**src/rtl/execute_stage_if.sv**
```systemverilog
// execute_stage_if: ID/EX operand bundle, forwarding taps and EX results
// exchanged between the decode/execute pipeline register and the EX stage.
// master = upstream driver, slave = execute stage.
interface execute_stage_if #(
  parameter int XLEN = 32
);
  logic            flush;
  logic [XLEN-1:0] pc;
  logic [XLEN-1:0] readData1;
  logic [XLEN-1:0] readData2;
  logic [XLEN-1:0] immediateValue;
  logic [2:0]      func3;
  logic [6:0]      func7;
  logic [1:0]      aluSrc1;
  logic [1:0]      aluSrc2;
  logic [2:0]      aluOperation;
  logic            pcUpdate;
  logic            pcAdderSrc;
  logic [4:0]      rs1;
  logic [4:0]      rs2;
  logic [4:0]      exMemRd;
  logic [4:0]      memWbRd;
  logic            exMemRegWrite;
  logic            memWbRegWrite;
  logic [XLEN-1:0] exMemData;
  logic [XLEN-1:0] memWbData;
  logic [XLEN-1:0] aluResult;
  logic [XLEN-1:0] storeData;
  logic            branchTaken;
  logic [XLEN-1:0] branchTarget;
  logic            stall;

  modport master (
    output flush, pc, readData1, readData2, immediateValue, func3, func7,
           aluSrc1, aluSrc2, aluOperation, pcUpdate, pcAdderSrc, rs1, rs2,
           exMemRd, memWbRd, exMemRegWrite, memWbRegWrite, exMemData, memWbData,
    input  aluResult, storeData, branchTaken, branchTarget, stall
  );

  modport slave (
    input  flush, pc, readData1, readData2, immediateValue, func3, func7,
           aluSrc1, aluSrc2, aluOperation, pcUpdate, pcAdderSrc, rs1, rs2,
           exMemRd, memWbRd, exMemRegWrite, memWbRegWrite, exMemData, memWbData,
    output aluResult, storeData, branchTaken, branchTarget, stall
  );
endinterface

```
**src/rtl/execute_stage.sv**
```systemverilog
// execute_stage: RV32I EX stage. Combinational forwarding, ALU, branch and
// jump resolution. With RV32M_EN defined, an iterative multiply/divide unit
// (IDLE/BUSY/DONE) is built and stalls upstream while busy; without it an
// M-op returns 0 in a single cycle and stall is tied low.
module execute_stage #(
  parameter int XLEN        = 32,
  parameter int MULDIV_ITER = 32
) (
  input logic            clock,
  input logic            reset,
  execute_stage_if.slave bus
);

  // MEM beats WB; x0 is never forwarded.
  function automatic logic [XLEN-1:0] fwd_sel(
    input logic [4:0] rs, input logic [XLEN-1:0] rf_data,
    input logic mem_we, input logic [4:0] mem_rd, input logic [XLEN-1:0] mem_data,
    input logic wb_we, input logic [4:0] wb_rd, input logic [XLEN-1:0] wb_data);
    if (mem_we && (mem_rd != 5'd0) && (mem_rd == rs)) fwd_sel = mem_data;
    else if (wb_we && (wb_rd != 5'd0) && (wb_rd == rs)) fwd_sel = wb_data;
    else fwd_sel = rf_data;
  endfunction

  function automatic logic [XLEN-1:0] alu_fn(
    input logic [2:0] f3, input logic alt, input logic [XLEN-1:0] a, input logic [XLEN-1:0] b);
    logic [4:0] sh;
    sh = b[4:0];
    case (f3)
      3'b000:  alu_fn = alt ? (a - b) : (a + b);
      3'b001:  alu_fn = a << sh;
      3'b010:  alu_fn = {{(XLEN-1){1'b0}}, ($signed(a) < $signed(b))};
      3'b011:  alu_fn = {{(XLEN-1){1'b0}}, (a < b)};
      3'b100:  alu_fn = a ^ b;
      3'b101: begin
        // Kept as separate arms so the signed shift is not widened to unsigned.
        if (alt) alu_fn = $signed(a) >>> sh;
        else     alu_fn = a >> sh;
      end
      3'b110:  alu_fn = a | b;
      3'b111:  alu_fn = a & b;
      default: alu_fn = {XLEN{1'b0}};
    endcase
  endfunction

  function automatic logic br_cmp(
    input logic [2:0] f3, input logic [XLEN-1:0] a, input logic [XLEN-1:0] b);
    case (f3)
      3'b000:  br_cmp = (a == b);
      3'b001:  br_cmp = (a != b);
      3'b100:  br_cmp = ($signed(a) <  $signed(b));
      3'b101:  br_cmp = ($signed(a) >= $signed(b));
      3'b110:  br_cmp = (a <  b);
      3'b111:  br_cmp = (a >= b);
      default: br_cmp = 1'b0;
    endcase
  endfunction

  logic [XLEN-1:0] fwd1_s, fwd2_s, op1_s, op2_s, alu_s, md_out_s;
  logic [XLEN-1:0] tgt_base_s, tgt_sum_s;
  logic            mop_s, br_s, stall_s;

  assign fwd1_s = fwd_sel(bus.rs1, bus.readData1, bus.exMemRegWrite, bus.exMemRd, bus.exMemData,
                          bus.memWbRegWrite, bus.memWbRd, bus.memWbData);
  assign fwd2_s = fwd_sel(bus.rs2, bus.readData2, bus.exMemRegWrite, bus.exMemRd, bus.exMemData,
                          bus.memWbRegWrite, bus.memWbRd, bus.memWbData);
  assign mop_s  = (bus.aluOperation == 3'b010) && (bus.func7 == 7'b0000001);

  // ALU operand selection.
  always_comb begin
    case (bus.aluSrc1)
      2'b00:   op1_s = fwd1_s;
      2'b01:   op1_s = bus.pc;
      default: op1_s = {XLEN{1'b0}};
    endcase
    case (bus.aluSrc2)
      2'b00:   op2_s = fwd2_s;
      2'b01:   op2_s = bus.immediateValue;
      2'b10:   op2_s = {{(XLEN-3){1'b0}}, 3'b100};
      default: op2_s = {XLEN{1'b0}};
    endcase
  end

  // Result select; I-type only honours func7[5] on right shifts (srai).
  always_comb begin
    case (bus.aluOperation)
      3'b000: alu_s = op1_s + op2_s;
      3'b001: alu_s = {XLEN{1'b0}};
      3'b010: begin
        if (mop_s) alu_s = md_out_s;
        else       alu_s = alu_fn(bus.func3, bus.func7[5], op1_s, op2_s);
      end
      3'b011:  alu_s = alu_fn(bus.func3, bus.func7[5] && (bus.func3 == 3'b101), op1_s, op2_s);
      3'b100:  alu_s = bus.immediateValue;
      default: alu_s = {XLEN{1'b0}};
    endcase
  end

  // Branch decision and redirect target (JALR clears bit 0).
  always_comb begin
    if (bus.aluOperation == 3'b001) br_s = br_cmp(bus.func3, fwd1_s, fwd2_s);
    else                            br_s = bus.pcUpdate;
    tgt_base_s = bus.pcAdderSrc ? fwd1_s : bus.pc;
    tgt_sum_s  = tgt_base_s + bus.immediateValue;
  end

  assign bus.aluResult    = alu_s;
  assign bus.storeData    = fwd2_s;
  assign bus.branchTaken  = br_s & ~stall_s;
  assign bus.branchTarget = bus.pcAdderSrc ? {tgt_sum_s[XLEN-1:1], 1'b0} : tgt_sum_s;
  assign bus.stall        = stall_s;

`ifdef RV32M_EN
  localparam int CW = $clog2(MULDIV_ITER + 1);
  localparam logic [1:0] ST_IDLE = 2'd0;
  localparam logic [1:0] ST_BUSY = 2'd1;
  localparam logic [1:0] ST_DONE = 2'd2;

  logic [1:0]        state_r;
  logic [CW-1:0]     cnt_r;
  logic [2:0]        f3_r;
  logic [XLEN-1:0]   opb_r, dvd_r;
  logic [2*XLEN-1:0] acc_r, acc_nxt_s, prod_s;
  logic              neg_res_r, neg_rem_r, dvz_r;
  logic              a_sgn_s, b_sgn_s;
  logic [XLEN-1:0]   a_mag_s, b_mag_s, quo_s, rem_s, md_res_s;
  logic [XLEN:0]     mul_sum_s, div_sh_s, div_diff_s;

  // Operand signedness and magnitudes at issue; sign is reapplied at DONE.
  always_comb begin
    a_sgn_s = ((bus.func3 == 3'b001) || (bus.func3 == 3'b010) ||
               (bus.func3 == 3'b100) || (bus.func3 == 3'b110)) && fwd1_s[XLEN-1];
    b_sgn_s = ((bus.func3 == 3'b001) || (bus.func3 == 3'b100) ||
               (bus.func3 == 3'b110)) && fwd2_s[XLEN-1];
    a_mag_s = a_sgn_s ? (-fwd1_s) : fwd1_s;
    b_mag_s = b_sgn_s ? (-fwd2_s) : fwd2_s;
  end

  // One iteration: acc holds {hi,lo} product or {remainder,quotient}.
  always_comb begin
    mul_sum_s  = {1'b0, acc_r[2*XLEN-1:XLEN]} + (acc_r[0] ? {1'b0, opb_r} : {(XLEN+1){1'b0}});
    div_sh_s   = acc_r[2*XLEN-1:XLEN-1];
    div_diff_s = div_sh_s - {1'b0, opb_r};
    if (f3_r[2]) begin
      if (!div_diff_s[XLEN]) acc_nxt_s = {div_diff_s[XLEN-1:0], acc_r[XLEN-2:0], 1'b1};
      else                   acc_nxt_s = {div_sh_s[XLEN-1:0], acc_r[XLEN-2:0], 1'b0};
    end else begin
      acc_nxt_s = {mul_sum_s, acc_r[XLEN-1:1]};
    end
  end

  // Sign fix-up and divide-by-zero override of the latched result.
  always_comb begin
    prod_s = neg_res_r ? (-acc_r) : acc_r;
    quo_s  = acc_r[XLEN-1:0];
    rem_s  = acc_r[2*XLEN-1:XLEN];
    case (f3_r)
      3'b000:          md_res_s = prod_s[XLEN-1:0];
      3'b001, 3'b010,
      3'b011:          md_res_s = prod_s[2*XLEN-1:XLEN];
      3'b100, 3'b101:  md_res_s = dvz_r ? {XLEN{1'b1}} : (neg_res_r ? (-quo_s) : quo_s);
      3'b110, 3'b111:  md_res_s = dvz_r ? dvd_r : (neg_rem_r ? (-rem_s) : rem_s);
      default:         md_res_s = {XLEN{1'b0}};
    endcase
    md_out_s = (state_r == ST_DONE) ? md_res_s : {XLEN{1'b0}};
    stall_s  = mop_s && (state_r != ST_DONE);
  end

  // Multiply/divide sequencer; flush discards any op in flight.
  always_ff @(posedge clock) begin
    if (reset || bus.flush) begin
      state_r   <= ST_IDLE;
      cnt_r     <= {CW{1'b0}};
      f3_r      <= 3'b000;
      opb_r     <= {XLEN{1'b0}};
      dvd_r     <= {XLEN{1'b0}};
      acc_r     <= {(2*XLEN){1'b0}};
      neg_res_r <= 1'b0;
      neg_rem_r <= 1'b0;
      dvz_r     <= 1'b0;
    end else begin
      case (state_r)
        ST_IDLE: begin
          if (mop_s) begin
            f3_r      <= bus.func3;
            opb_r     <= b_mag_s;
            dvd_r     <= fwd1_s;
            acc_r     <= {{XLEN{1'b0}}, a_mag_s};
            neg_res_r <= a_sgn_s ^ b_sgn_s;
            neg_rem_r <= a_sgn_s;
            dvz_r     <= (fwd2_s == {XLEN{1'b0}});
            cnt_r     <= {CW{1'b0}};
            state_r   <= ST_BUSY;
          end
        end
        ST_BUSY: begin
          acc_r <= acc_nxt_s;
          if (cnt_r == CW'(MULDIV_ITER - 1)) begin
            cnt_r   <= {CW{1'b0}};
            state_r <= ST_DONE;
          end else begin
            cnt_r <= cnt_r + CW'(1);
          end
        end
        ST_DONE: state_r <= ST_IDLE;
        default: state_r <= ST_IDLE;
      endcase
    end
  end
`else
  logic unused_ok_s;

  // No M unit: M-ops complete at once with a zero result.
  always_comb begin
    md_out_s = {XLEN{1'b0}};
    stall_s  = 1'b0;
  end

  assign unused_ok_s = ^{clock, reset, bus.flush, 32'(MULDIV_ITER)};
`endif

endmodule

```
**src/flat_wrapper.sv**
```systemverilog
// flat-port wrapper written by rule: the top's interface ports become plain ports
module execute_stage_flat 
#(
  parameter int XLEN        = 32,
  parameter int MULDIV_ITER = 32
)
  (clock, reset, bus_flush, bus_pc, bus_readData1, bus_readData2, bus_immediateValue, bus_func3, bus_func7, bus_aluSrc1, bus_aluSrc2, bus_aluOperation, bus_pcUpdate, bus_pcAdderSrc, bus_rs1, bus_rs2, bus_exMemRd, bus_memWbRd, bus_exMemRegWrite, bus_memWbRegWrite, bus_exMemData, bus_memWbData, bus_aluResult, bus_storeData, bus_branchTaken, bus_branchTarget, bus_stall);
  execute_stage_if #(.XLEN(XLEN)) bus_i ();
  input logic clock;
  input logic reset;
  input wire logic [$bits(bus_i.flush)-1:0] bus_flush;
  input wire logic [$bits(bus_i.pc)-1:0] bus_pc;
  input wire logic [$bits(bus_i.readData1)-1:0] bus_readData1;
  input wire logic [$bits(bus_i.readData2)-1:0] bus_readData2;
  input wire logic [$bits(bus_i.immediateValue)-1:0] bus_immediateValue;
  input wire logic [$bits(bus_i.func3)-1:0] bus_func3;
  input wire logic [$bits(bus_i.func7)-1:0] bus_func7;
  input wire logic [$bits(bus_i.aluSrc1)-1:0] bus_aluSrc1;
  input wire logic [$bits(bus_i.aluSrc2)-1:0] bus_aluSrc2;
  input wire logic [$bits(bus_i.aluOperation)-1:0] bus_aluOperation;
  input wire logic [$bits(bus_i.pcUpdate)-1:0] bus_pcUpdate;
  input wire logic [$bits(bus_i.pcAdderSrc)-1:0] bus_pcAdderSrc;
  input wire logic [$bits(bus_i.rs1)-1:0] bus_rs1;
  input wire logic [$bits(bus_i.rs2)-1:0] bus_rs2;
  input wire logic [$bits(bus_i.exMemRd)-1:0] bus_exMemRd;
  input wire logic [$bits(bus_i.memWbRd)-1:0] bus_memWbRd;
  input wire logic [$bits(bus_i.exMemRegWrite)-1:0] bus_exMemRegWrite;
  input wire logic [$bits(bus_i.memWbRegWrite)-1:0] bus_memWbRegWrite;
  input wire logic [$bits(bus_i.exMemData)-1:0] bus_exMemData;
  input wire logic [$bits(bus_i.memWbData)-1:0] bus_memWbData;
  output wire logic [$bits(bus_i.aluResult)-1:0] bus_aluResult;
  output wire logic [$bits(bus_i.storeData)-1:0] bus_storeData;
  output wire logic [$bits(bus_i.branchTaken)-1:0] bus_branchTaken;
  output wire logic [$bits(bus_i.branchTarget)-1:0] bus_branchTarget;
  output wire logic [$bits(bus_i.stall)-1:0] bus_stall;
  assign bus_i.flush = bus_flush;
  assign bus_i.pc = bus_pc;
  assign bus_i.readData1 = bus_readData1;
  assign bus_i.readData2 = bus_readData2;
  assign bus_i.immediateValue = bus_immediateValue;
  assign bus_i.func3 = bus_func3;
  assign bus_i.func7 = bus_func7;
  assign bus_i.aluSrc1 = bus_aluSrc1;
  assign bus_i.aluSrc2 = bus_aluSrc2;
  assign bus_i.aluOperation = bus_aluOperation;
  assign bus_i.pcUpdate = bus_pcUpdate;
  assign bus_i.pcAdderSrc = bus_pcAdderSrc;
  assign bus_i.rs1 = bus_rs1;
  assign bus_i.rs2 = bus_rs2;
  assign bus_i.exMemRd = bus_exMemRd;
  assign bus_i.memWbRd = bus_memWbRd;
  assign bus_i.exMemRegWrite = bus_exMemRegWrite;
  assign bus_i.memWbRegWrite = bus_memWbRegWrite;
  assign bus_i.exMemData = bus_exMemData;
  assign bus_i.memWbData = bus_memWbData;
  assign bus_aluResult = bus_i.aluResult;
  assign bus_storeData = bus_i.storeData;
  assign bus_branchTaken = bus_i.branchTaken;
  assign bus_branchTarget = bus_i.branchTarget;
  assign bus_stall = bus_i.stall;
  execute_stage #(.XLEN(XLEN), .MULDIV_ITER(MULDIV_ITER)) u_core (.clock(clock), .reset(reset), .bus(bus_i));
endmodule
```
**config.mk**
```make
export PLATFORM = sky130hd
export DESIGN_NAME = execute_stage_flat
export DESIGN_NICKNAME = d
export VERILOG_FILES = /design/src/rtl/execute_stage_if.sv /design/src/rtl/execute_stage.sv /design/src/flat_wrapper.sv
export SDC_FILE = /design/constraint.sdc
export NUM_CORES = 1
export LEC_CHECK = 0
export BUFFER_PORTS_ARGS = -buffer_cell sky130_fd_sc_hd__buf_2
export CAP_MARGIN = 20
export CELL_PAD_IN_SITES_DETAIL_PLACEMENT = 1
export CELL_PAD_IN_SITES_GLOBAL_PLACEMENT = 1
export CORE_MARGIN = 10
export CORE_UTILIZATION = 43
export DETAILED_ROUTE_END_ITERATION = 8
export GPL_TIMING_DRIVEN = 0
export PLACE_DENSITY_LB_ADDON = 0.1
export SLEW_MARGIN = 10
export SYNTH_ARGS = -nofsm -noshare
export SYNTH_HDL_FRONTEND = slang
export SYNTH_SLANG_ARGS = --single-unit
```
**constraint.sdc**
```tcl
create_clock -name vclk -period 20
set_clock_uncertainty 0.2 [all_clocks]
set_input_delay 3 -clock vclk [all_inputs]
set_output_delay 3 -clock vclk [all_outputs]
set_load 0.03 [all_outputs]
```
; Word-level counts from Yosys, hierarchy flattened
; Cells that the tools add are included.
[word_totals]
wordCells = 68
regBits = 0
out_inout_bits = 98
[classes]
n_mux = 18
n_addsub = 3
magnitude_cmp = 6
reduce_logical = 14
bitwise_logic = 3
n_eq_ne = 21
shift = 3
[ops]
columns = cell, n
row1 = 32-bit one-hot mux with 8 select lines, 2
row2 = 32-bit 2-to-1 mux, 10
row3 = 32-bit < comparator, 4
row4 = 32-bit one-hot mux with 4 select lines, 1
row5 = 32-bit one-hot mux with 3 select lines, 1
row6 = 32-bit adder, 2
row7 = 32-bit greater-or-equal comparator, 2
row8 = 32-bit one-hot mux with 2 select lines, 1
row9 = 32-bit bitwise AND, 1
row10 = 32-bit equality test, 1
row11 = 32-bit != test, 1
row12 = 32-bit bitwise OR, 1
row13 = 32-bit by 5-bit << shifter with 32-bit output, 1
row14 = 32-bit by 5-bit right shift with 32-bit output, 1
row15 = 32-bit by 5-bit >>> shifter with 32-bit output, 1
row16 = 32-bit subtractor, 1
row17 = 32-bit bitwise XOR, 1
row18 = 5-bit equality test, 4
row19 = "3-bit equality test, second input constant", 5
row20 = "3-bit by 2-bit equality test with 1-bit output, second input constant", 4
row21 = 5-bit nonzero test, 2
row22 = 1-bit logical AND, 8
row23 = "7-bit by 1-bit equality test with 1-bit output, second input constant", 1
row24 = "3-bit by 1-bit equality test with 1-bit output, second input constant", 2
row25 = 6 further kinds, 10

; Depth between registers and ports, before layout
; Gate-level depths: netlist of run 1.
[depth]
depth_word = 11
mapped_depth = 24
mapped_depth_nobuf = 20

; Worst setup path after synthesis of run 1
; OpenSTA, ideal clock, no wires.
[synth_timing]
path_type = input -> output
start = input port bus_memWbRd[4]
end = output port bus_aluResult[30]
path_buffers = 3
cell_stages = 22
t_required_ps = 16800
arrival_ps = 8685
setup_slack_ps = 8115
path_cell_list = or4_4 -> o21ai_4 -> nor3_2 -> buf_2 -> buf_1 -> mux2i_1 -> o21ai_0 -> mux2i_1 -> or2_2 -> ha_1 -> nor4_1 -> inv_1 -> a2111oi_0 -> o311ai_0 -> a31oi_1 -> or2_2 -> buf_2 -> a2111oi_2 -> o41a_1 -> a211o_1 -> a21o_1 -> a221o_1
[synth_via]
elab_chain_len = 11
elab_cells_between_ends = 28
classes_between = 2 x add/sub / 2 x eq/ne / 3 x shift / 14 x mux / 3 x bitwise / 4 x reduce/logical
[synth_lines]
columns = item, line
row1 = start: declaration, flat_wrapper.sv:26  ; input wire logic [$bits(bus_i.memWbRd)-1:0] bus_memWbRd;
row2 = 5-bit nonzero test, execute_stage.sv:20  ; else if (wb_we && (wb_rd != 5'd0) && (wb_rd == rs)) fwd_sel = wb_data;
row3 = 1-bit logical AND, execute_stage.sv:20
row4 = 1-bit logical AND *, execute_stage.sv:20
row5 = 32-bit 2-to-1 mux *, execute_stage.sv:20
row6 = 32-bit 2-to-1 mux *, execute_stage.sv:19  ; if (mem_we && (mem_rd != 5'd0) && (mem_rd == rs)) fwd_sel = mem_data;
row7 = net bus_storeData[11], flat_wrapper.sv:32  ; output wire logic [$bits(bus_i.storeData)-1:0] bus_storeData;
row8 = 32-bit one-hot mux with 3 select lines *, execute_stage.sv:75  ; case (bus.aluSrc2)
row9 = 32-bit adder / 32-bit subtractor (equally long branches), "execute_stage.sv:29, execute_stage.sv:86"
row10 = 32-bit 2-to-1 mux, execute_stage.sv:29  ; 3'b000: alu_fn = alt ? (a - b) : (a + b);
row11 = 32-bit one-hot mux with 8 select lines, execute_stage.sv:28  ; case (f3)
row12 = 32-bit 2-to-1 mux, execute_stage.sv:89  ; if (mop_s) alu_s = md_out_s;
row13 = 32-bit one-hot mux with 4 select lines *, execute_stage.sv:85  ; case (bus.aluOperation)
row14 = end: declaration, flat_wrapper.sv:31  ; output wire logic [$bits(bus_i.aluResult)-1:0] bus_aluResult;
; Mark *: on every way through the listed nets, which the timed path passes. The rest lies on a longest branch.

; Worst setup path after layout of run 1
[layout_timing]
start = input port bus_memWbRd[4]
end = output port bus_aluResult[30]
[layout_via]
elab_chain_len = 11
elab_cells_between_ends = 28
classes_between = 2 x add/sub / 2 x eq/ne / 3 x shift / 14 x mux / 3 x bitwise / 4 x reduce/logical
[layout_lines]
columns = item, line
row1 = 5-bit nonzero test, execute_stage.sv:20
row2 = 1-bit logical AND (2 in a row), execute_stage.sv:20
row3 = 32-bit 2-to-1 mux, execute_stage.sv:20
row4 = 32-bit 2-to-1 mux, execute_stage.sv:19
row5 = 32-bit one-hot mux with 3 select lines / 32-bit one-hot mux with 2 select lines (equally long branches), "execute_stage.sv:75, execute_stage.sv:70"
row6 = 32-bit adder (tied with other cells), "execute_stage.sv:29, execute_stage.sv:86"
row7 = "32-bit 2-to-1 mux, on equally long branches", "execute_stage.sv:29, execute_stage.sv:36"
row8 = 32-bit one-hot mux with 8 select lines, execute_stage.sv:28
row9 = 32-bit 2-to-1 mux, execute_stage.sv:89
row10 = 32-bit one-hot mux with 4 select lines *, execute_stage.sv:85
; Every way passes the cells marked *; elsewhere a longest branch is shown, timed or not.

==> impl_metrics.env, run 1 <==
export IMPL_synthTopCellsByArea="mux2i_1 15%, ha_1 13%, a21oi_1 6.1%"
export IMPL_min_path_cells=4
export IMPL_drtIter0Drc=3143
export IMPL_place_congestion=1.13
export IMPL_worst_slack_ns=6.12
export IMPL_synth_area_per_cell_sq_um=6.87
export IMPL_dpl_hpwl_um=90500
export IMPL_fin_crit_sh=0.694
export IMPL_worst_slew_pin_slew_ns=1.24
export IMPL_grt_ovfl_total=0
export IMPL_synthCells=2246
export IMPL_wl_um=111000
export IMPL_core_rowCount=69
export IMPL_antenna_found_initial=10
export IMPL_drive_gt1_frac=0.196
export IMPL_final_max_slew_violation_count=0
export IMPL_final_seq_area_sq_um=0
export IMPL_vias=22396
export IMPL_final_common_cell="buf_2"
export IMPL_synthToLayoutAreaGrowth_pct=14.4
export IMPL_yosysWarnings=0
export IMPL_grt_max_degree=13
export IMPL_fp_coreArea_sq_um=35500
export IMPL_worstSetupStartpointType="input pin"
export IMPL_drt_pass1_iter_count=8
export IMPL_route_detailed_drc=0
export IMPL_ys_seq_area_frac=0
export IMPL_worstHoldPathType="in2out"
export IMPL_status="completed"
export IMPL_portBuffers=322
export IMPL_peakVddDrop_uv=34.4
export IMPL_pre_cts_ws_ns=6.59
export IMPL_max_slew_margin_rel=0.164
export IMPL_n_fill_cell=4790
export IMPL_synth_top_cell_area_share=0.152
export IMPL_viasPerCell=7.38
export IMPL_power_leakage_nw=8.21
export IMPL_holdWs_ns=6.18
export IMPL_clock_buffer_count=0
export IMPL_syn_area_sq_um=15400
export IMPL_cap_violations=0
export IMPL_final_util=0.498
export IMPL_ctsResizeCount=0
export IMPL_end_kind="output port"
export IMPL_die_area_sq_um=43900
export IMPL_synth_nets=2645
export IMPL_cts_setup_buffers=0
export IMPL_layout_common_cells="354 x buf_2, 234 x mux2i_1, 188 x a21oi_1"
export IMPL_layout_nets=2973
export IMPL_setup_tns_ns=0
export IMPL_nFlopsAndLatches=0
export IMPL_finalHoldViolations=0
export IMPL_grt_pass1_vias=22861
export IMPL_power_per_cell_area_nw_per_um2=43.9
export IMPL_multi_input_area_sq_um=14200
export IMPL_wl_per_cell_um=36.4
export IMPL_min_period_ns=13.88
export IMPL_grt_use_total=0.470
export IMPL_power_mw=0.775
export IMPL_start_util=0.435
export IMPL_postCtsHoldBufs=0
export IMPL_final_cells=3036
export IMPL_setup_viol=0
export IMPL_die_height_um=209
export IMPL_worstSetupPathType="in2out"
export IMPL_io_pins=334
export IMPL_crit_fanout=10
export IMPL_rsz0062_at_grt="no"
export IMPL_die_w_um=209
export IMPL_yosysTopAreaCell="mux2i_1"
export IMPL_dpl_cell_area_sq_um=17600
export IMPL_synth_distinct_cells=94
export IMPL_grt_pass1_wl_um=156000
export IMPL_fin_area_sq_um=17700
export IMPL_required_ns=16.80
export IMPL_critPathArrivalTime_ns=10.68
export IMPL_dp_cells=3031
export IMPL_antenna_left=0
export IMPL_clock_fmax_mhz=72.0
[power breakdown]
group          internal (mW)  switching, mW
Clock           0.0000000104              0
Combinational          0.235          0.540
Sequential                 0              0
[layout make-up]
cell class                 count  share of cell area
tap                          461              0.0327
antenna                        3            0.000425
inverter                     142              0.0305
multi-input combinational   1938               0.802
timing repair buffer         326              0.0923
buffer                       166              0.0421
[critical path, cell delays in order]
cell	delay, ns
buf_2	0.12
xnor2_1	0.16
nand3_1	0.17
nor3_2	0.33
buf_2	0.41
buf_1	0.67
mux2i_1	0.16
o21ai_0	0.88
mux2i_1	0.16
or2_2	0.41
ha_1	0.32
nor4_1	0.41
inv_1	0.07
a2111oi_0	0.69
o311ai_0	0.44
a31oi_1	0.27
or2_2	0.12
buf_2	0.19
a2111oi_2	0.11
o41a_1	0.47
a211o_1	0.28
a21o_1	0.20
a221o_1	0.37
buf_2	0.21
[worst paths after layout]
| check | startpoint | endpoint |
|---|---|---|
| worst min-delay path | bus_pcUpdate | bus_branchTaken |
| worst max-delay path | bus_memWbRd[4] | bus_aluResult[30] |
[synth_stat cells (all sizes together) (33+ instances only)]
cell / number
a211oi: 43
a21o: 46
a21oi: 189
buf: 64
clkbuf: 102
ha: 160
inv: 141
mux2i: 237
nand2: 188
nand3: 46
nand3b: 33
nor2: 177
nor3: 35
o21ai: 154
or2: 40
xnor2: 69
[cells by family (layout without fill, tap and decap cells)]
| group | Yosys count | after routing | share of synthesized area |
|---|---|---|---|
| fa+ha+maj | 163 | 163 | 0.134 |
| mux | 272 | 272 | 0.183 |
| compound gates | 762 | 762 | 0.337 |
| simple gates | 652 | 652 | 0.214 |
| buf+inv | 308 | 634 | 0.0830 |
| other cells | 1 | 4 | 0.000243 |
| xor+xnor | 88 | 88 | 0.0499 |
[metal layers]
layer | global-route usage | up-vias | share of wire | routed length [um]
met1 | 0.538 | 10631 | 0.35 | 38900
met3 | 0.165 | 629 | 0.14 | 15700
met5 | 0 | - | 0.00066 | 73
met4 | 0.406 | 6 | 0.10 | 11300
met2 | 0.685 | 2095 | 0.40 | 44500
li1 | - | 9035 | - | -
Note: power is estimated with default switching activity, not from simulation.
==> run 2, diff against run 1 <==
--- a/config.mk
+++ b/config.mk
@@ -5,12 +5,13 @@
 export SDC_FILE = /design/constraint.sdc
 export NUM_CORES = 1
 export LEC_CHECK = 0
+export ABC_AREA = 1
 export BUFFER_PORTS_ARGS = -buffer_cell sky130_fd_sc_hd__buf_2
 export CAP_MARGIN = 20
 export CELL_PAD_IN_SITES_DETAIL_PLACEMENT = 1
 export CELL_PAD_IN_SITES_GLOBAL_PLACEMENT = 1
 export CORE_MARGIN = 10
-export CORE_UTILIZATION = 43
+export CORE_UTILIZATION = 38
 export DETAILED_ROUTE_END_ITERATION = 8
 export GPL_TIMING_DRIVEN = 0
 export PLACE_DENSITY_LB_ADDON = 0.1
==> constraint.sdc (replaced) <==
create_clock -name vclk -period 13.95
set_clock_uncertainty 0.2 [all_clocks]
set_input_delay 2.0925 -clock vclk [all_inputs]
set_output_delay 2.0925 -clock vclk [all_outputs]
set_load 0.03 [all_outputs]
==> impl_metrics.env, run 2 <==
export IMPL_status="completed"
export IMPL_critPathArrivalTime_ns=7.87
export IMPL_portBuffers=329
export IMPL_ys_seq_area_frac=0
export IMPL_required_ns=11.66
export IMPL_antenna_left=0
export IMPL_yosysTopAreaCell="nand2_1"
export IMPL_cap_violations=0
export IMPL_synth_distinct_cells=59
export IMPL_peakVddDrop_uv=52.3
export IMPL_grt_pass1_wl_um=153000
export IMPL_cpPeakStageDelay_ns=0.53
export IMPL_end_kind="output port"
export IMPL_io_pins=334
export IMPL_drive_gt1_frac=0.150
export IMPL_dp_cells=3823
export IMPL_grt_max_degree=13
export IMPL_finalHoldViolations=0
export IMPL_worstHoldPathType="in2out"
export IMPL_worstSetupPathType="in2out"
export IMPL_yosysMostFrequentCell="nand2_1"
export IMPL_synth_common_cells="835 x nand2_1, 506 x nand3_1, 382 x inv_1"
export IMPL_synthCells=2967
export IMPL_drt_pass1_iter_count=7
export IMPL_drtIter0Drc=2541
export IMPL_clock_fmax_mhz=98.4
export IMPL_fin_crit_sh=0.728
export IMPL_yosysWarnings=0
export IMPL_holdWs_ns=4.36
export IMPL_final_seq_area_sq_um=0
export IMPL_start_util=0.387
export IMPL_postCtsHoldBufs=0
export IMPL_ctsResizeCount=0
export IMPL_die_height_um=222
export IMPL_antenna_found_initial=7
export IMPL_final_common_cell="nand2_1"
export IMPL_grt_pass1_vias=24519
export IMPL_final_cells=3831
export IMPL_synthToLayoutAreaGrowth_pct=15.2
export IMPL_power_leakage_nw=9.87
export IMPL_synth_top_cell_area_share=0.202
export IMPL_synthTopCellsByArea="nand2_1 20%, nand3_1 16%, ha_1 13%"
export IMPL_rsz0062_at_grt="no"
export IMPL_grt_use_total=0.399
export IMPL_cts_setup_buffers=0
export IMPL_wl_um=106000
export IMPL_max_slew_margin_rel=0.283
export IMPL_dpl_hpwl_um=91500
export IMPL_core_rowCount=73
export IMPL_grt_ovfl_total=0
export IMPL_layout_nets=3700
export IMPL_clock_buffer_count=0
export IMPL_crit_path_frequent_cell="nand2_1"
export IMPL_power_per_cell_area_nw_per_um2=61.2
export IMPL_setup_viol=0
export IMPL_die_area_sq_um=49300
export IMPL_synth_nets=3366
export IMPL_nFlopsAndLatches=0
export IMPL_fp_coreArea_sq_um=40100
export IMPL_final_max_slew_violation_count=0
export IMPL_wl_per_cell_um=27.6
export IMPL_synth_area_per_cell_sq_um=5.23
export IMPL_crit_fanout=10
export IMPL_cpMaxStageDelayCell="clkbuf_1"
export IMPL_setup_tns_ns=0
export IMPL_route_detailed_drc=0
export IMPL_die_w_um=222
export IMPL_vias=23681
export IMPL_syn_area_sq_um=15500
export IMPL_worstSetupStartpointType="input pin"
export IMPL_place_congestion=1.07
export IMPL_worst_slew_pin_slew_ns=1.08
export IMPL_min_period_ns=10.16
export IMPL_layout_common_cells="835 x nand2_1, 506 x nand3_1, 382 x inv_1"
export IMPL_viasPerCell=6.18
[run 2: cell count changes in the layout (fill, tap and decap cells not counted), sizes merged, moves of 30 or more]
| cell | previous run | this run |
|---|---|---|
| or2 | 40 | 8 |
| nand2 | 188 | 850 |
| or4b | 30 | 0 |
| mux2 | 32 | 0 |
| clkbuf | 102 | 59 |
| o211a | 32 | 0 |
| a211oi | 43 | 3 |
| mux2i | 237 | 1 |
| xor2 | 19 | 70 |
| o21ai | 154 | 212 |
| nand3 | 46 | 518 |
| inv | 141 | 406 |
| a21o | 46 | 4 |
| xnor2 | 69 | 13 |
[run 2: logic make-up (layout without fill, tap and decap cells)]
logic type               count (synthesis)  count (layout)  share of synthesized area
AO/OA/AOI/OAI                          548             548                      0.209
other                                    1               8                   0.000242
XOR/XNOR                                83              83                     0.0468
multiplexers                             1               1                   0.000645
buffers and inverters                  550             882                      0.148
adder cells (fa/ha/maj)                163             163                      0.133
AND/OR/NAND/NOR                       1621            1621                      0.462
[run 2: final timing paths]
kind	slack [ns]	to	from	cells after the start
worst max-delay path	3.79	bus_aluResult[0]	bus_exMemRd[0]	27
worst min-delay path	4.36	bus_branchTaken	bus_pcUpdate	4
[run 2: worst max-delay path, delay by kind of cell]
family          cells  cell delay [ns]
compound gates      3             0.60
simple gates       14             2.44
fa+ha+maj           1             0.30
buf+inv             9             2.42
[run 2: metrics by stage]
stage               total power [mW]  utilization  cell area, sq um  setup slack (ns)
finish                          1.09        0.446             17900              3.79
global route                    1.15        0.446             17900              3.65
CTS                             1.05        0.445             17900              4.14
detailed placement              1.05        0.445             17900              4.15
global placement                1.02        0.445             17800              4.40
floorplan                      0.653            -             15500              5.91
[run 2: per-layer routing]
| metal | global-route usage | routed length (um) | up-vias |
|---|---|---|---|
| li1 | - | - | 10495 |
| met1 | 0.461 | 39800 | 11354 |
| met2 | 0.652 | 47400 | 1430 |
| met3 | 0.0699 | 9750 | 402 |
| met4 | 0.293 | 8820 | 0 |
| met5 | 0 | 0 | - |
[run 2: report_power, final]
group	switching, mW	internal, mW
Clock	0	0.0000000673
Combinational	0.796	0.298
Sequential	0	0
[run 2: area by class of cell]
type               instances  area (sq um)
diodes                     7          17.5
plain buffers            140           754
fillers                 6081         22200
inverters                410          1550
multi-input cells       2417         13200
well taps                525           657
repair buffers           332          1670
==> run 3, diff against run 2 <==
--- a/config.mk
+++ b/config.mk
@@ -5,13 +5,13 @@
 export SDC_FILE = /design/constraint.sdc
 export NUM_CORES = 1
 export LEC_CHECK = 0
-export ABC_AREA = 1
+export ABC_AREA = 0
 export BUFFER_PORTS_ARGS = -buffer_cell sky130_fd_sc_hd__buf_2
 export CAP_MARGIN = 20
 export CELL_PAD_IN_SITES_DETAIL_PLACEMENT = 1
 export CELL_PAD_IN_SITES_GLOBAL_PLACEMENT = 1
 export CORE_MARGIN = 10
-export CORE_UTILIZATION = 38
+export CORE_UTILIZATION = 37
 export DETAILED_ROUTE_END_ITERATION = 8
 export GPL_TIMING_DRIVEN = 0
 export PLACE_DENSITY_LB_ADDON = 0.1
==> constraint.sdc (replaced) <==
create_clock -name vclk -period 8.5
set_clock_uncertainty 0.2 [all_clocks]
set_input_delay 1.275 -clock vclk [all_inputs]
set_output_delay 1.275 -clock vclk [all_outputs]
set_load 0.03 [all_outputs]
==> impl_metrics.env, run 3 (synthesized netlist as in run 1, its figures left out) <==
export IMPL_status="complete, but fails checks"
export IMPL_failed_checks="setup timing"
export IMPL_critPathArrivalTime_ns=7.12
export IMPL_viasPerCell=7.06
export IMPL_core_rowCount=74
export IMPL_final_common_cell="buf_2"
export IMPL_place_congestion=1.09
export IMPL_start_util=0.376
export IMPL_wl_per_cell_um=36.0
export IMPL_clock_buffer_count=0
export IMPL_die_area_sq_um=50300
export IMPL_antenna_left=0
export IMPL_pre_cts_ws_ns=-1.61
export IMPL_final_seq_area_sq_um=0
export IMPL_wl_um=112000
export IMPL_min_path_cells=4
export IMPL_vias=22009
export IMPL_drt_pass1_iter_count=7
export IMPL_hp_start="bus_pcUpdate"
export IMPL_dpl_hpwl_um=92100
export IMPL_setup_viol=2
export IMPL_die_height_um=224
export IMPL_dp_cells=3104
export IMPL_io_pins=334
export IMPL_drive_gt1_frac=0.248
export IMPL_cap_violations=0
export IMPL_layout_nets=2981
export IMPL_cp_cell_sequence="buf_2, or4_4, o21ai_4, nor3_2, buf_4, mux2i_1, o221a_2, buf_6, ha_1, buf_2, inv_1, o221ai_4, a2111oi_4, o311ai_4, a31oi_1, or2_2, buf_4, a2111oi_4, o41a_1, a211o_1, a21o_1, a221o_1, buf_2"
export IMPL_grt_max_degree=30
export IMPL_grt_pass1_wl_um=155000
export IMPL_synthToLayoutAreaGrowth_pct=20.3
export IMPL_die_w_um=224
export IMPL_drtIter0Drc=2843
export IMPL_power_per_cell_area_nw_per_um2=102
export IMPL_worstHoldPathType="in2out"
export IMPL_final_max_slew_violation_count=0
export IMPL_min_period_ns=8.59
export IMPL_required_ns=7.03
export IMPL_grt_use_total=0.415
export IMPL_power_leakage_nw=8.48
export IMPL_clock_fmax_mhz=116
export IMPL_fin_crit_sh=1.01
export IMPL_cpMaxStageDelayCell="or4_4"
export IMPL_end_kind="output port"
export IMPL_layout_common_cells="339 x buf_2, 234 x mux2i_1, 187 x nand2_1"
export IMPL_route_detailed_drc=0
export IMPL_worstSetupStartpointType="input pin"
export IMPL_fp_coreArea_sq_um=41000
export IMPL_peakVddDrop_uv=43.5
export IMPL_grt_pass1_vias=21961
export IMPL_finalHoldViolations=0
export IMPL_worst_slack_ns=-0.0930
export IMPL_crit_path_frequent_cell="buf_2"
export IMPL_grt_ovfl_total=0
export IMPL_rsz0062_at_grt="yes"
export IMPL_path_delay_family="compound AO/OA/AOI/OAI gates"
export IMPL_cpPeakStageDelay_ns=0.54
export IMPL_nFlopsAndLatches=0
export IMPL_max_slew_margin_rel=0.212
export IMPL_worst_slew_pin_slew_ns=1.18
export IMPL_postCtsHoldBufs=0
export IMPL_n_fill_cell=5414
export IMPL_worstSetupPathType="in2out"
export IMPL_path_buf_inv=7
export IMPL_portBuffers=322
export IMPL_min_to="bus_branchTaken"
export IMPL_power_mw=1.89
export IMPL_crit_fanout=29
export IMPL_final_cells=3117
export IMPL_antenna_found_initial=10
[run 3: cell count changes in the layout (fill, tap and decap cells not counted), moves of 30 or more]
cell,delta
a21o_1,+42
buf_2,-30
mux2i_1,+233
nand2_1,-648
a211oi_1,+32
mux2_2,+32
inv_1,-247
nand3_1,-461
or4b_2,+30
nor2_1,+31
o21ai_0,-51
xnor2_1,+56
xor2_1,-51
[run 3: how the worst max path moves through the flow]
stage	startpoint	to	depth (start not counted)
3_5_place_dp	bus_memWbRd[4]	bus_aluResult[30]	25
5_1_grt	bus_memWbRd[4]	bus_aluResult[30]	24
2_1_floorplan	bus_memWbRd[4]	bus_aluResult[30]	22
4_1_cts	bus_memWbRd[4]	bus_aluResult[30]	23
6_report	bus_memWbRd[4]	bus_aluResult[30]	23
3_3_place_gp	bus_memWbRd[4]	bus_aluResult[30]	25
[run 3: report_power, final]
part | internal [mW] | total (mW) | switching [mW]
clock network | 0.0000000408 | 0.0000000408 | 0
logic | 0.598 | 1.89 | 1.29
registers | 0 | 0 | 0
total | 0.598 | 1.89 | 1.29
[run 3: layout make-up]
type	count	area [sq um]	share of cell area
Buffer	156	827	0.0445
Tap cell	532	666	0.0358
Multi-Input combinational cell	1938	14700	0.794
Antenna cell	5	12.5	0.000673
Inverter	142	541	0.0291
Timing Repair Buffer	344	1790	0.0962
[run 3: per-layer routing]
| layer | share of wire | vias up | GRT usage | wire [um] |
|---|---|---|---|---|
| li1 | - | 9065 | - | - |
| met4 | 0.081 | 8 | 0.278 | 9060 |
| met2 | 0.43 | 1774 | 0.648 | 47700 |
| met5 | 0.00051 | - | 0 | 57 |
| met3 | 0.12 | 467 | 0.104 | 13600 |
| met1 | 0.37 | 10695 | 0.497 | 41700 |
[run 3: timing repair]
item,in CTS,in global routing
resized for setup,156,87
gates cloned,0,0
setup endpoints to repair,34,20
pin swaps,10,26
setup buffers,6,12
[run 3: tightest hold or removal path, cell delays in order]
cell	delay (ns)
buf_2	0.08
nand2_1	0.04
o21ai_0	0.08
buf_2	0.21
[run 3: metrics by stage]
| stage | hold slack (ns) | setup TNS [ns] | instance area [sq um] | util |
|---|---|---|---|---|
| 5_1_grt | 2.82 | -0.523 | 18600 | 0.453 |
| 6_report | 2.76 | -0.158 | 18600 | 0.453 |
| 4_1_cts | 2.76 | -0.0180 | 18200 | 0.443 |
| 3_3_place_gp | 2.72 | -27.19 | 17700 | 0.432 |
| 3_5_place_dp | 2.76 | -28.68 | 17800 | 0.433 |
| 2_1_floorplan | 2.57 | 0 | 15400 | - |
